$ cat src/rtl/risc_cpu_mp_if.sv
// Single-port memory bus between the accumulator CPU and its external memory.
// One transfer completes on each clk edge where (mem_rd | mem_wr) & mem_ready.
interface risc_cpu_mp_if #(
    parameter int DATA_W = 8,
    parameter int ADDR_W = 5
);
    logic [ADDR_W-1:0] mem_addr;
    logic              mem_rd;
    logic              mem_wr;
    logic [DATA_W-1:0] mem_wdata;
    logic [DATA_W-1:0] mem_rdata;
    logic              mem_ready;

    modport master (
        output mem_addr, mem_rd, mem_wr, mem_wdata,
        input  mem_rdata, mem_ready
    );

    modport slave (
        input  mem_addr, mem_rd, mem_wr, mem_wdata,
        output mem_rdata, mem_ready
    );
endinterface

$ cat src/rtl/risc_cpu_mp.sv
// Multi-cycle accumulator CPU (HLT SKZ ADD AND XOR LDA STO JMP) with an
// external wait-state memory bus and a resume-from-halt input.
module risc_cpu_mp #(
    parameter int                DATA_W   = 8,
    parameter int                ADDR_W   = 5,
    parameter logic [ADDR_W-1:0] RESET_PC = '0
) (
    input  logic              clk,
    input  logic              rst_n,
    risc_cpu_mp_if.master     bus,
    input  logic              resume,
    output logic              halt,
    output logic [DATA_W-1:0] acc,
    output logic              is_zero
);

    if (DATA_W < ADDR_W + 3) begin : g_param_check
        $error("risc_cpu_mp: DATA_W must be at least ADDR_W+3");
    end

    typedef enum logic [2:0] {FETCH, DECODE, READ, WRITE, HALT} state_t;
    typedef enum logic [2:0] {
        OP_HLT, OP_SKZ, OP_ADD, OP_AND, OP_XOR, OP_LDA, OP_STO, OP_JMP
    } opcode_t;

    state_t            state, state_nx;
    logic              live;
    logic [ADDR_W-1:0] pc, pc_nx;
    logic [DATA_W-1:0] ir, ir_nx, acc_nx;
    opcode_t           op;
    logic [ADDR_W-1:0] operand;

    assign op      = opcode_t'(ir[DATA_W-1 -: 3]);
    assign operand = ir[ADDR_W-1:0];
    assign is_zero = (acc == '0);

    // live keeps the first fetch request off the bus until the first edge after reset.
    // NOTE: sequential state uses non-blocking (<=) so every register samples pre-edge values.
    always_ff @(posedge clk or negedge rst_n) begin
        if (!rst_n) begin
            state <= FETCH;
            live  <= 1'b0;
            pc    <= RESET_PC;
            ir    <= '0;
            acc   <= '0;
        end else begin
            state <= state_nx;
            live  <= 1'b1;
            pc    <= pc_nx;
            ir    <= ir_nx;
            acc   <= acc_nx;
        end
    end

    // Bus outputs depend on state/ir/pc only, never on mem_ready.
    always_comb begin
        bus.mem_rd    = (state == FETCH && live) || (state == READ);
        bus.mem_wr    = (state == WRITE);
        bus.mem_addr  = (state == READ || state == WRITE) ? operand : pc;
        bus.mem_wdata = (state == WRITE) ? acc : '0;
        halt          = (state == HALT);
    end

    // NOTE: every always_comb output gets a default first so no path infers a latch.
    always_comb begin
        state_nx = state;
        pc_nx    = pc;
        ir_nx    = ir;
        acc_nx   = acc;
        case (state)
            FETCH: begin
                if (bus.mem_rd && bus.mem_ready) begin
                    ir_nx    = bus.mem_rdata;
                    pc_nx    = pc + 1'b1;
                    state_nx = DECODE;
                end
            end
            DECODE: begin
                case (op)
                    OP_HLT: state_nx = HALT;
                    OP_SKZ: begin
                        if (acc == '0) pc_nx = pc + 1'b1;
                        state_nx = FETCH;
                    end
                    OP_JMP: begin
                        pc_nx    = operand;
                        state_nx = FETCH;
                    end
                    OP_STO:  state_nx = WRITE;
                    default: state_nx = READ;
                endcase
            end
            READ: begin
                if (bus.mem_ready) begin
                    case (op)
                        OP_ADD:  acc_nx = acc + bus.mem_rdata;
                        OP_AND:  acc_nx = acc & bus.mem_rdata;
                        OP_XOR:  acc_nx = acc ^ bus.mem_rdata;
                        default: acc_nx = bus.mem_rdata;
                    endcase
                    state_nx = FETCH;
                end
            end
            WRITE: begin
                if (bus.mem_ready) state_nx = FETCH;
            end
            HALT: begin
                if (resume) state_nx = FETCH;
            end
            default: state_nx = FETCH;
        endcase
    end

endmodule

$ cat src/flat_wrapper.sv
// flat-port wrapper written by rule: the top's interface ports become plain ports
module risc_cpu_mp_flat 
#(
    parameter int                DATA_W   = 8,
    parameter int                ADDR_W   = 5,
    parameter logic [ADDR_W-1:0] RESET_PC = '0
)
  (clk, rst_n, resume, halt, acc, is_zero, bus_mem_addr, bus_mem_rd, bus_mem_wr, bus_mem_wdata, bus_mem_rdata, bus_mem_ready);
  risc_cpu_mp_if #(.DATA_W(DATA_W), .ADDR_W(ADDR_W)) bus_i ();
  input  logic clk;
  input  logic rst_n;
  input  logic resume;
  output logic halt;
  output logic [DATA_W-1:0] acc;
  output logic is_zero;
  output wire logic [$bits(bus_i.mem_addr)-1:0] bus_mem_addr;
  output wire logic [$bits(bus_i.mem_rd)-1:0] bus_mem_rd;
  output wire logic [$bits(bus_i.mem_wr)-1:0] bus_mem_wr;
  output wire logic [$bits(bus_i.mem_wdata)-1:0] bus_mem_wdata;
  input wire logic [$bits(bus_i.mem_rdata)-1:0] bus_mem_rdata;
  input wire logic [$bits(bus_i.mem_ready)-1:0] bus_mem_ready;
  assign bus_mem_addr = bus_i.mem_addr;
  assign bus_mem_rd = bus_i.mem_rd;
  assign bus_mem_wr = bus_i.mem_wr;
  assign bus_mem_wdata = bus_i.mem_wdata;
  assign bus_i.mem_rdata = bus_mem_rdata;
  assign bus_i.mem_ready = bus_mem_ready;
  risc_cpu_mp #(.DATA_W(DATA_W), .ADDR_W(ADDR_W), .RESET_PC(RESET_PC)) u_core (.clk(clk), .rst_n(rst_n), .bus(bus_i), .resume(resume), .halt(halt), .acc(acc), .is_zero(is_zero));
endmodule
$ cat config.mk
export PLATFORM = sky130hd
export DESIGN_NAME = risc_cpu_mp_flat
export DESIGN_NICKNAME = d
export VERILOG_FILES = /design/src/rtl/risc_cpu_mp_if.sv /design/src/rtl/risc_cpu_mp.sv /design/src/flat_wrapper.sv
export SDC_FILE = /design/constraint.sdc
export NUM_CORES = 1
export LEC_CHECK = 0
export BUFFER_PORTS_ARGS = -buffer_cell sky130_fd_sc_hd__buf_2
export CAP_MARGIN = 25
export CORE_UTILIZATION = 51
export CTS_CLUSTER_DIAMETER = 80
export CTS_CLUSTER_SIZE = 20
export DETAILED_ROUTE_END_ITERATION = 8
export PLACE_DENSITY_LB_ADDON = 0.25
export SLEW_MARGIN = 20
export SYNTH_ARGS = -nofsm -noshare
export SYNTH_HDL_FRONTEND = slang
export SYNTH_SLANG_ARGS = --single-unit
$ cat constraint.sdc
create_clock -name clk -period 2.9 [get_ports clk]
set_input_delay 0.145 -clock clk [delete_from_list [all_inputs] [get_ports clk]]
set_output_delay 0.145 -clock clk [all_outputs]
set_load 0.01 [all_outputs]
==> run summary, run 1 <==
Final Skew = 0.00795 ns
FMAX = 0.470 GHz
register area = 626 µm²
HP Start = bus_mem_rdata[7]
CTS clock-pin slew for the worst setup and hold paths = 0.10 ns
Die X = 63.3 µm
Routability Congestion = 0.914
Die Y = 63.3 µm
initial antenna violation count = 0
Initial Util = 55.2%
Crit Reg-Reg Startpoint = u_core.acc[0]
Rel. slew slack = 50.0%
Post-Route WL = 4.61 mm
CP startpoint = u_core.acc[0]
post-route setup TNS = 0 ns
CP most frequent cell = a21oi_1
num rows = 21
Worst path slowest cell = fa_1
GR Overflow Total = 0
number of global-route vias before repair = 1629
Max VDD drop = 0.000476 V
sequential area share after synthesis = 32.7%
largest net degree at the start of global routing = 26
Hold Path Class = input port to flip-flop
IO buf count = 36
Bufs and invs on worst path = 0
Arr. time, crit path = 2.31 ns
share of flip-flops with an asynchronous set or reset = 100%
syn nets = 239
Reg2Reg Depth = 7
ANT nets after route = 0
commonest non-fill, non-tap cell in the layout = buf_2
die area = 4000 µm²
multi-input logic area = 1210 µm²
crit-path max FO = 5
Avg Synthesized Cell Area = 8.83 µm²
fin nets = 272
synthesized flop and latch total = 25
Num CTS Buffers = 3
Startpoint Class = flip-flop
clk_lat worst skew = 0.28 ns
max_cap viols = 0
most frequent cells in the layout = buf_2 (36), dfrtp_1 (25), nand2_1 (24)
CP required = 3.08 ns
Num Clock Sinks = 25
Critical Path Stages = 7
warning count from the yosys run = 0
fillers = 322
unrepaired setup endpoints after global routing = no
post-synth cell types = 51
Crit Path Category = flip-flop to flip-flop
Slew Limit Fails = 0
actual slew at the worst max-slew pin = 0.744 ns
CTS H-tree depth = 1
GRT Overall Usage = 24.8%
Max Buffers Root-to-Sink = 2
post-DR wirelength/cell = 15.6 µm
Crit. End Element = flip-flop
area grow syn2layout = 12.7%
outcome = completed
P per Cell Area = 1050 nW/µm²
cell area after synthesis = 1920 µm²
EDFF count, synth = 0
# DRC = 0
First DRT Iteration DRCs = 110
share of layout cells above drive strength 1 = 26.1%
Core Region = 3470 µm²
Final HPWL DP = 3.28 mm
Final Hold Violating Endpoints = 0
CP delay by family, top = adder cells
cell breakdown of the critical path = ha_1, fa_1, a21o_1, a21oi_1, mux2i_1, a21oi_1, o31ai_1
Inserted Diodes = 0
vias = 1796
Main synth FF type = dfrtp_1
first-pass GRT wire length = 7.82 mm
final worst setup slack = 0.774 ns
CTS tree = built
dpl ws = 0.876 ns
crit share post-route = 73.3%
IO Count = 37
slowest stage delay, CP = 0.47 ns
hold path depth = 3
leakage = 1.04 nW
vias per inst = 6.09
fin crit period = 2.13 ns
clk root buf = clkbuf_8
Final Setup Violations = 0
gate count of the mapped netlist = 217
DR pass1 iterations = 5
## layer usage
layer	GRT usage, %	up-vias	part of all wire [%]
met1	34.5	860	48
met2	39.9	57	46
li1	-	871	-
met5	0	-	0
met3	2.54	8	4.2
met4	8.81	0	1.6
## layout make-up
class	instances	area share, %
inverters	2	0.348
repair buffers	40	9.85
clock buffers	3	1.91
well taps	46	2.67
multi-input cells	178	56.0
clock inverters	1	0.232
flip-flops and latches	25	29.0
## repair_timing
action | in CTS | in global routing
hold buffers | 1 | 0
endpoints found under the hold margin | 25 | 0
gates resized for setup | 0 | 0
buffers inserted | 0 | 0
## synthesized netlist by cell type, types with 2 or more instances
library cell  count  share of area (%)
dfrtp_1          25                 33
xor2_1            2               0.91
nor2b_1           3               0.98
o31ai_1           6                2.4
inv_1             2               0.39
mux2i_1           4                2.1
mux2_2           13                7.6
a211oi_1          2               0.78
a31oi_1           6                2.0
and2_1            2               0.65
a21o_1            2               0.78
ha_1              9                5.9
buf_6             3                1.8
o21ai_1           2               0.52
and3_1           10                3.3
nand2_1          24                4.7
o21ai_0          10                2.6
clkbuf_1          7                1.4
a21oi_1          15                3.9
nor4_1            2               0.65
nor2_1           18                3.5
nand3_1          12                3.1
o22ai_1           3               0.98
a2bb2oi_1         2               0.91
nand2b_1          6                2.0
nor3b_1           2               0.78
## worst min-delay path: stages
cell     delay, ns
buf_2         0.10
nand2_1       0.05
o21ai_0       0.06
## worst paths after layout
check / end / slack [ns]
min reg2reg: u_core.ir[1] / 0.55
max: u_core.acc[4] / 0.77
min in group asynchronous: u_core.pc[3] / 0.40
max reg2reg: u_core.acc[4] / 0.77
max in group asynchronous: u_core.ir[7] / 2.10
min: u_core.ir[7] / 0.12
## kinds of logic (layout without fill, tap and decap cells)
| family | count (synthesis) | in the layout | share of synthesized area [%] |
|---|---|---|---|
| XOR/XNOR | 2 | 2 | 0.915 |
| AO/OA/AOI/OAI | 58 | 58 | 19.7 |
| other | 1 | 1 | 0.196 |
| AND/OR/NAND/NOR | 90 | 90 | 25.7 |
| adder cells (fa/ha/maj) | 10 | 10 | 6.92 |
| buffers and inverters | 14 | 46 | 4.18 |
| flip-flops | 25 | 25 | 32.7 |
| multiplexers | 17 | 17 | 9.73 |
## state kept, by name, indices dropped and copies added, names as in the netlist
signal / flops
u_core.acc: 8
u_core.state: 3
u_core.live: 1
u_core.pc: 5
u_core.ir: 8
## stage by stage
stage               hold slack, ns  cell area, µm²  utilization (%)  power, mW  cells
floorplan                   -0.151            1920                -       1.70    217
global placement             0.182            2100             60.6       2.00    290
detailed placement           0.182            2100             60.6       2.03    290
CTS                          0.120            2160             62.3       2.26    295
global route                 0.148            2160             62.3       2.46    295
finish                       0.122            2160             62.3       2.27    295
## report_power, final
group / leakage (nW) / switching, mW / total, mW / internal (mW)
registers: 0.302 / 0.277 / 0.779 / 0.503
clock network: 0.0255 / 0.122 / 0.218 / 0.0964
logic: 0.712 / 0.671 / 1.27 / 0.603
(Power assumes the default switching activity.)
==> inputs of run 2 (changes only) <==
ABC_AREA = 1   (was unset)
CORE_UTILIZATION = 50   (was 51)
clock period = 1.9 ns   (was 2.9 ns; I/O delays follow)
==> run 2 against run 1 <==
  * Setup slack worse by 0.56 ns
  * Critical path type unchanged
  * Largest cell class unchanged
  * Clock-buffer cell count stayed put
  * Clock power is 44% higher
==> run summary, run 2 <==
outcome = completed
leakage = 1.23 nW (+18%)
die area = 4110 µm² (+2.5%)
Crit Path Category = flip-flop to flip-flop
clk_lat worst skew = 0.26 ns (-0.02 ns)
Final Setup Violations = 0 (unchanged)
first-pass GRT wire length = 7.56 mm (-3.3%)
Final Non-Filler Cells = 377 (+28%)
post-route setup TNS = 0 ns (unchanged)
clock share of power = 9.5% (about the same)
DR pass1 iterations = 4 (-1)
dpl ws = 0.174 ns (-0.702 ns)
Inst Count DP = 372 (+28%)
num rows = 22 (+4.8%)
fin crit period = 1.69 ns (-0.440 ns)
actual slew at the worst max-slew pin = 0.575 ns (-0.168 ns)
Final HPWL DP = 3.63 mm (+11%)
post-DR wirelength/cell = 12.0 µm (-23%)
cell breakdown of the critical path = ha_2, fa_1, nand2_1, nand2_1, nand3_1, nand3_1, nand3_1, nand2_1, nand2_1, nand2_1
largest net degree at the start of global routing = 26 (unchanged)
Die X = 64.1 µm (+1.3%)
GR Util met1 = 30.0% (-4.5 points)
CP required = 2.06 ns (-1.02 ns)
Inserted Diodes = 0 (unchanged)
DP Area = 2150 µm² (+2.1%)
Bufs and invs on worst path = 0 (unchanged)
CP most frequent cell = nand2_1
Hold Path Class = input port to flip-flop
crit share post-route = 88.7% (+15 points)
slowest stage delay, CP = 0.41 ns (-0.06 ns)
Final Skew = 0.00157 ns (-0.00639 ns)
Rel. slew slack = 61.6% (+12 points)
fillers = 364 (+13%)
Slew Limit Fails = 0 (unchanged)
CTS H-tree depth = 1 (unchanged)
busiest grt layer = met2
Num CTS Buffers = 3 (unchanged)
GR Overflow Total = 0 (unchanged)
Startpoint Class = flip-flop
synthesized flop and latch total = 25 (unchanged)
CTS tree = built
commonest non-fill, non-tap cell in the layout = nand2_1
area leader, netlist = dfrtp_1
CP delay by family, top = adder cells
Max VDD drop = 0.000589 V (+24%)
post-synth cell types = 30 (-41%)
Worst path slowest cell = dfrtp_1
most frequent cells in the layout = nand2_1 (93), inv_1 (40), buf_2 (36)
Crit. End Element = flip-flop
NetSw = 1.68 mW (+57%)
cell area after synthesis = 1930 µm² (+0.59%)
First DRT Iteration DRCs = 106 (-3.6%)
global routing usage on met2 = 42.0% (+2.1 points)
unrepaired setup endpoints after global routing = no
Pint = 1.64 mW (+37%)
ANT nets after route = 0 (unchanged)
sequential area share after synthesis = 32.5% (-0.19 points)
Avg Synthesized Cell Area = 6.64 µm² (-25%)
syn nets = 312 (+31%)
P per Cell Area = 1500 nW/µm² (+43%)
Num Clock Sinks = 25 (unchanged)
share of flip-flops with an asynchronous set or reset = 100% (unchanged)
Die Y = 64.1 µm (+1.3%)
number of global-route vias before repair = 1728 (+6.1%)
Flop pwr share = 30.6% (-3.7 points)
vias = 1909 (+6.3%)
grt met3 use = 1.25% (-1.3 points)
Comb pwr share = 59.9% (+3.8 points)
synth top area cells = dfrtp_1 (32%), nand2_1 (18%), inv_1 (7.8%)
crit-path max FO = 4 (-1)
Post-Route WL = 4.51 mm (-2.2%)
Final Instance Area = 2210 µm² (+2.1%)
IO buf count = 36 (unchanged)
initial antenna violation count = 0 (unchanged)
Max Buffers Root-to-Sink = 2 (unchanged)
Main synth FF type = dfrtp_1
gate count of the mapped netlist = 290 (+34%)
clk root buf = clkbuf_8
vias per inst = 5.06 (-17%)
Synth top cells by count = nand2_1 (93), inv_1 (40), nor2_1 (28), dfrtp_1 (25), nand3_1 (25)
Largest regs = u_core.acc (8), u_core.ir (8), u_core.pc (5)
Worst Hold Margin = 0.0988 ns (-0.0237 ns)
Core Region = 3690 µm² (+6.3%)
IO Count = 37 (unchanged)
EDFF count, synth = 0 (unchanged)
share of layout cells above drive strength 1 = 19.5% (-6.7 points)
GRT Overall Usage = 23.8% (-1.1 points)
area grow syn2layout = 14.5%
max_cap viols = 0 (unchanged)
leading cell type by number of instances after synthesis = nand2_1
fin nets = 352 (+29%)
switching share of power = 50.5% (+3.4 points)
Initial Util = 52.2% (-3.0 points)
Routability Congestion = 0.901 (-1.4%)
CTS clock-pin slew for the worst setup and hold paths = 0.09 ns (about the same)
Arr. time, crit path = 1.85 ns (-0.46 ns)
# DRC = 0 (unchanged)
warning count from the yosys run = 0 (unchanged)
FMAX = 0.593 GHz (+26%)
Yosys top cell area share = 32.5% (-0.19 points)
Final Hold Violating Endpoints = 0 (unchanged)
final worst setup slack = 0.214 ns (-0.560 ns)
==> run 2: cell types whose count changed after synthesis, moves of 10 or more <==
cell | previous run | this run
mux2_2 | 13 | 0
nand2_1 | 24 | 93
nand3_1 | 12 | 25
inv_1 | 2 | 40
and3_1 | 10 | 0
nor2_1 | 18 | 28
==> run 2: power by group through the flow <==
stage	Combinational, mW	Clock (mW)	Sequential [mW]
finish	1.99	0.314	1.02
global route	2.27	0.339	1.05
global placement	1.95	0	1.02
detailed placement	2.00	0	1.03
CTS	2.00	0.322	1.02
floorplan	1.48	0	1.00
==> run 2: repair_timing <==
action,CTS,global route
gates resized for setup,0,1
hold endpoints to repair,25,0
setup endpoints to repair,0,1
buffers inserted,0,0
hold buffers,1,0
==> run 2: kinds of logic (layout without fill, tap and decap cells) <==
group	count (synthesis)	in the layout	synth area share, %
simple gates	162	162	36.9
flops	25	25	32.5
compound gates	38	38	11.4
other cells	1	1	0.195
xor+xnor	3	3	1.36
buf+inv	51	90	10.8
fa+ha+maj	10	10	6.88
==> run 2: worst paths after layout <==
| check | start | endpoint | slack [ns] | depth (start not counted) |
|---|---|---|---|---|
| setup reg to reg | u_core.acc[0] | u_core.acc[6] | 0.21 | 10 |
| hold / removal | bus_mem_rdata[6] | u_core.ir[6] | 0.1 | 3 |
| min in group asynchronous | rst_n | u_core.state[0] | 0.35 | 2 |
| max in group asynchronous | rst_n | u_core.pc[4] | 1.17 | 2 |
| setup / recovery | u_core.acc[0] | u_core.acc[6] | 0.21 | 10 |
| hold reg to reg | u_core.ir[1] | u_core.ir[1] | 0.51 | 2 |
==> run 2: stage by stage <==
stage / util [%] / power, mW
2_1_floorplan: - / 2.48
3_3_place_gp: 58.2 / 2.97
3_5_place_dp: 58.2 / 3.02
4_1_cts: 59.7 / 3.34
5_1_grt: 59.8 / 3.66
6_report: 59.8 / 3.32
==> run 2: worst register-to-register path, cell delays in order (launching register included) <==
cell	delay (ns)
dfrtp_1	0.41
ha_2	0.21
fa_1	0.38
nand2_1	0.09
nand2_1	0.08
nand3_1	0.09
nand3_1	0.07
nand3_1	0.08
nand2_1	0.06
nand2_1	0.05
nand2_1	0.05
==> run 2: metal layers <==
layer	share of wire, %	up-vias
met3	2.7	4
met2	49	34
met1	46	876
li1	-	995
met4	1.4	0
met5	0	-
==> run 2: final cells by class <==
| cell class | count | area [µm²] | area share [%] |
|---|---|---|---|
| Sequential cell | 25 | 626 | 28.4 |
| Clock inverter | 1 | 5.00 | 0.227 |
| Multi-Input combinational cell | 214 | 1100 | 49.7 |
| Clock buffer | 3 | 41.3 | 1.87 |
| Timing Repair Buffer | 38 | 198 | 8.96 |
| Inverter | 48 | 180 | 8.17 |
| Tap cell | 48 | 60.1 | 2.72 |
